### config.mk
export PLATFORM = sky130hd
export DESIGN_NAME = clock_edge_receiver
export DESIGN_NICKNAME = d
export VERILOG_FILES = /design/src/rtl/clock_edge_receiver.sv
export SDC_FILE = /design/constraint.sdc
export NUM_CORES = 1
export LEC_CHECK = 0
export CAP_MARGIN = 20
export CORE_MARGIN = 5
export CORE_UTILIZATION = 30
export CTS_CLUSTER_DIAMETER = 100
export DETAILED_ROUTE_END_ITERATION = 7
export GPL_TIMING_DRIVEN = 1
export HOLD_SLACK_MARGIN = 0.03
export PLACE_DENSITY_LB_ADDON = 0.2
export SYNTH_ARGS = -nofsm -noshare
export SYNTH_HDL_FRONTEND = slang
export SYNTH_SLANG_ARGS = --single-unit
### constraint.sdc
create_clock -name clk -period 3.8 [get_ports clk]
set_input_delay 0.76 -clock clk [delete_from_list [all_inputs] [get_ports clk]]
set_output_delay 0.76 -clock clk [all_outputs]
set_load 0.01 [all_outputs]
### src/rtl/clock_edge_receiver.sv
// rtl/clock_edge_receiver.sv - samples an asynchronous slow clock in the clk domain.
// It produces rise/fall enables, period and high-time measurements, and a stall flag.
module clock_edge_receiver #(
    parameter int SYNC_STAGES = 2,
    parameter int CNT_WIDTH   = 24,
    parameter int TIMEOUT     = 8000000
) (
    input  logic                 clk,
    input  logic                 reset,
    input  logic                 clk_in,
    output logic                 rise_tick,
    output logic                 fall_tick,
    output logic [CNT_WIDTH-1:0] period,
    output logic [CNT_WIDTH-1:0] high_time,
    output logic                 period_valid,
    output logic                 stalled
);

    localparam logic [CNT_WIDTH-1:0] LP_TIMEOUT = CNT_WIDTH'(TIMEOUT);
    localparam logic [CNT_WIDTH-1:0] LP_THRESH  = CNT_WIDTH'(TIMEOUT - 1);

    logic [SYNC_STAGES-1:0] r_sync;
    logic                   r_prev;
    logic [CNT_WIDTH-1:0]   r_cnt;
    logic                   r_armed;
    logic                   r_rise_tick;
    logic                   r_fall_tick;
    logic [CNT_WIDTH-1:0]   r_period;
    logic [CNT_WIDTH-1:0]   r_high_time;
    logic                   r_period_valid;
    logic                   r_stalled;

    logic w_last;
    logic w_rise;
    logic w_fall;
    logic w_stall_hit;

    assign w_last      = r_sync[SYNC_STAGES-1];
    assign w_rise      = w_last & ~r_prev;
    assign w_fall      = ~w_last & r_prev;
    // A rise landing on the threshold cycle wins over the stall.
    assign w_stall_hit = (r_cnt == LP_THRESH) && !w_rise;

    always_ff @(posedge clk) begin
        if (reset) begin
            r_sync         <= '0;
            r_prev         <= 1'b0;
            r_cnt          <= '0;
            r_armed        <= 1'b0;
            r_rise_tick    <= 1'b0;
            r_fall_tick    <= 1'b0;
            r_period       <= '0;
            r_high_time    <= '0;
            r_period_valid <= 1'b0;
            r_stalled      <= 1'b0;
        end else begin
            r_sync      <= {r_sync[SYNC_STAGES-2:0], clk_in};
            r_prev      <= w_last;
            r_rise_tick <= w_rise;
            r_fall_tick <= w_fall;

            if (w_rise) begin
                r_cnt <= CNT_WIDTH'(1);
            end else if (r_cnt != LP_TIMEOUT) begin
                r_cnt <= r_cnt + CNT_WIDTH'(1);
            end

            if (w_rise) begin
                r_armed   <= 1'b1;
                r_stalled <= 1'b0;
                // Only a rise following an armed, unstalled rise is a real period.
                if (r_armed && !r_stalled) begin
                    r_period       <= r_cnt;
                    r_period_valid <= 1'b1;
                end else begin
                    r_period_valid <= 1'b0;
                end
            end else if (w_stall_hit) begin
                r_stalled      <= 1'b1;
                r_period_valid <= 1'b0;
                r_armed        <= 1'b0;
            end

            if (w_fall && r_armed) begin
                r_high_time <= r_cnt;
            end
        end
    end

    assign rise_tick    = r_rise_tick;
    assign fall_tick    = r_fall_tick;
    assign period       = r_period;
    assign high_time    = r_high_time;
    assign period_valid = r_period_valid;
    assign stalled      = r_stalled;

endmodule
-- Word-level counts from Yosys, hierarchy flattened
Index checks and enable logic that the tools add are counted.
- bitwise gates (word level): 4
- $add $sub $neg: 1
- equal/unequal tests: 2
- div/mod/pow operators: 0
- $mul: 0
- shift-type cells: 0
- mux-type cells: 6
- magnitude comparators: 0
- reduce and logical (&&, ||, !) cells: 9
- operators by type and width (kind ; count):
    24-bit by 1-bit adder with 24-bit output (second input constant) ; 1
    24-bit by 23-bit == test with 1-bit output (second input constant) ; 1
    24-bit by 23-bit inequality test with 1-bit output (second input constant) ; 1
    1-bit two-way mux ; 6
    2-bit nonzero test ; 2
    1-bit logical AND ; 3
    1-bit AND ; 2
    1-bit zero test ; 2
    1-bit inverter ; 2
    2-bit AND reduction ; 1
    2-bit OR reduction ; 1
- latch bits: 0
- output and inout port bits: 52
- register bits: 80
- memory bits (read-only): 0
- memories kept: 0
- logic and storage cells: 33
- RAM bits: 0

-- Longest topological paths before layout
- word-level depth: 6
- gate-level depth with buffers: 6
- gate-level depth less buffers: 5

-- Worst setup path after synthesis
Ideal clock, no wire load.
- path type: reg2reg
- start: reg r_cnt[0]
- end: reg r_cnt[20]
- stages on the path, launching flop included: 7
- arrival time: 1.758 ns
- setup slack: 1.972 ns
- library setup time: 0.070 ns
- cell sequence: dfxtp_1 ha_1 nand3_1 or2_1 buf_2 or4_1 a21oi_1
- cells in the longest elaborated chain, start to end: 1
- elaborated cells between the ends (all ways): 2
- those cells by class: add/sub (1); eq/ne (1)
- RTL lines (element ; line ; source):
    start: declaration ; 24 ; logic [CNT_WIDTH-1:0] r_cnt;
    start signal: assignment ; 65 ; r_cnt <= r_cnt + CNT_WIDTH'(1);
    24-bit by 1-bit adder with 24-bit output or 24-bit by 23-bit inequality test with 1-bit output (tied branches) ; 65, 64 ;
Parallel ways exist; a longest one is shown, timed or not.
A chain may end at the register's enable or synchronous reset.

-- Final worst setup path
- start: reg r_cnt[3]
- end: reg r_cnt[18]
Same word-level chain as after synthesis.

==> results.yml <==
cells_and_area:
  antenna_cells: 0
  fillCellCount: 1074
  finalNetCount: 434
  stdcell_area_mm2: 0.00397
  synthToLayoutAreaGrowth_pct: 25.9
  multiInputGateArea_mm2: 0.00142
  drive_gt1_frac: 0.0508
  regArea_mm2: 0.00160
detailed_routing:
  initialDrtViolationCount: 151
  vias: 2717
  wl_per_cell_um: 14.2
  vias_per_cell: 4.78
  drt_wl_total_um: 8100
  drc: 0
  ant_nets: 0
  drt_pre_antenna_iters: 4
grt:
  grt_pass1_wl_um: 13600
  use_met2: 0.188
  grt_use_met3: 0.0383
  overflow: 0
  grt-busiest-layer: "met1"
  grt_start_max_net_pins: 59
  grt_pass1_vias: 2570
  antenna_found_initial: 0
  gr-usage-met1: 0.189
  grt_usage: 0.134
floorplan:
  rows: 37
  core_area_mm2: 0.0103
  initial_utilization: 0.307
  die_area_mm2: 0.0127
  num_io_pins: 55
  fp.dieW_um: 113
  die_y_um: 113
critical_path:
  rrSetupSlack_ps: 1700
  rr_endpoint: "r_cnt[18]"
  worstSetupPathType: "flop to flop"
  start_kind: "flop"
  cp-end-kind: "flop"
  cp.arrival_ps: 2380
  required_ps: 4080
  reg2reg_from: "r_cnt[3]"
  worst-path-max-fanout: 12
  r2r_cells: 4
sta:
  skew_ps: 9.79
  clock.fmax_mhz: 475
  hold_viol_final: 0
  hold_ws_ps: 439
  finalCritPeriodShare: 0.554
  tns_ps: 0
  period_minus_slack_ps: 2100
  final.setup.worst_slack_ps: 1700
  setup_viol: 0
  maxSlewViolCount: 0
  worstMarginPinSlew_ps: 1010
  grt_setup_unrepaired: "false"
  max-slew-margin-rel: 0.327
logic_synthesis:
  syn_avg_cell_area_um2: 8.19
  synth_flop_cell: "dfxtp_1"
  synthArstFlopShare: 0
  synth_warnings: 0
  synth_cells: 385
  synth_area_mm2: 0.00315
  yosysSeqAreaShare: 0.508
  synthXorXnorAreaFrac: 0.0278
  synth_nets: 390
  synth_edf_count: 0
  synth_adder_area_share: 0.00794
  yosys.area_share.simple: 0.282
  synth_top_family_by_area: "simple AND/OR/NAND/NOR gates"
  yosysUniqueCellTypes: 38
  synth-compound-area-share: 0.122
  ys_ff_latch: 80
  yosys-mux-area-fraction: 0.00952
cts:
  cts_resized: 0
  numCtsBuffers: 9
  cts_setup_buffers: 0
  cts-root-buf: "clkbuf_8"
  insertion_delay_ps: 350
  clk_path_buf_depth: 2
  tritoncts: "yes"
  ctsHoldBuffers: 0
  cts_sinks: 80
  cts_htree_levels: 3
  clk_pin_slew_worst_paths_ps: 80
hold_path:
  whs_endpoint: "r_sync[1]"
  hp-start: "r_sync[0]"
  hold_path_class: "flop to flop"
  whs_path_depth: 1
place:
  dpl_cell_area_mm2: 0.00377
  post-place-ws_ps: 1730
  dp_hpwl_um: 5630
  io_buffers: 54
  gp_congestion: 0.812
power:
  p_leak_nw: 1.22
  power_w: 0.00150
  vdd_drop_max_v: 0.000142
  power_density_mw_per_mm2: 377
status:
  status: "finished clean"
job:
  max-cap-violations: 0
-- power breakdown --
| group | internal, W | leakage, nW | switching, W |
|---|---|---|---|
| registers | 0.000843 | 0.645 | 0.00000844 |
| clock network | 0.000315 | 0.0989 | 0.000292 |
| logic | 0.0000121 | 0.478 | 0.0000273 |
-- through the flow --
step,utilization,std cells
2_1_floorplan,-,385
3_3_place_gp,0.367,553
3_5_place_dp,0.367,553
4_1_cts,0.385,568
5_1_grt,0.386,569
6_report,0.386,569
-- cell usage in the layout (no fill, tap or decap), types with 2 or more instances in the layout --
cell	Yosys	routed
or3_1	6	6
nor4_1	5	5
a21oi_1	58	58
dfxtp_1	80	80
nor2b_1	5	5
or2_1	2	2
nand4_1	5	5
inv_1	8	8
or4_1	4	4
nand3_1	9	9
ha_1	2	2
clkdlybuf4s50_1	0	53
xnor2_1	7	7
clkbuf_8	0	10
o22ai_1	2	2
nand2b_1	3	3
and3_1	2	2
nor3_1	6	6
mux2i_1	3	3
nand2_1	110	110
and4_1	2	2
o31ai_1	4	4
xor2_1	3	3
clkinv_2	0	3
buf_4	3	2
o21ai_0	5	5
nor2_1	17	17
nand3b_1	2	2
-- routing by layer --
layer,wire length [um],vias to the layer above
met1,4110,1268
met2,3370,60
met3,456,11
met5,0,-
li1,-,1378
met4,158,0
-- Yosys cell counts (5+ instances only) --
cell type,number,share of area
nor2_1,17,0.020
a21oi_1,58,0.092
nand2_1,110,0.13
nor2b_1,5,0.0099
or3_1,6,0.012
nand4_1,5,0.0099
xnor2_1,7,0.019
nand3_1,9,0.014
clkbuf_1,15,0.018
nor3_1,6,0.0095
o21ai_0,5,0.0079
inv_1,8,0.0095
dfxtp_1,80,0.51
nor4_1,5,0.0099
-- worst max-delay path, cell delays in order, from the launching register on --
cell and delay [ps]:
dfxtp_1 480, nand4_1 410, or2_1 470, or4_1 530, a21oi_1 140
-- layout make-up --
| class | count | share of cell area |
|---|---|---|
| clock buffer | 11 | 0.0356 |
| clock inverter | 4 | 0.0113 |
| inverter | 8 | 0.00756 |
| multi-input combinational | 273 | 0.358 |
| sequential | 80 | 0.403 |
| tap | 136 | 0.0429 |
| timing repair buffer | 57 | 0.142 |
-- state kept, by name (all words and copies together), names as in the netlist --
name / count
r_prev: 1
r_sync: 2
period_valid: 1
stalled: 1
r_armed: 1
period: 24
fall_tick: 1
r_cnt: 24
high_time: 24
rise_tick: 1
-- cell families after synthesis --
logic type                 count (synthesis)
and+or+nand+nor                          186
muxes                                      3
xor gates and xnor gates                  10
adders and majority gates                  2
buffers and inverters                     32
DFF                                       80
AOI/OAI and AO/OA                         72
-- worst max path at each step --
stage               from            to
2_1_floorplan   r_cnt[0]     r_cnt[20]
3_3_place_gp   r_sync[1]  period_valid
3_5_place_dp    r_cnt[3]     r_cnt[20]
4_1_cts         r_cnt[3]     r_cnt[18]
5_1_grt         r_cnt[3]     r_cnt[18]
6_report        r_cnt[3]     r_cnt[18]
(Power assumes the default switching activity.)
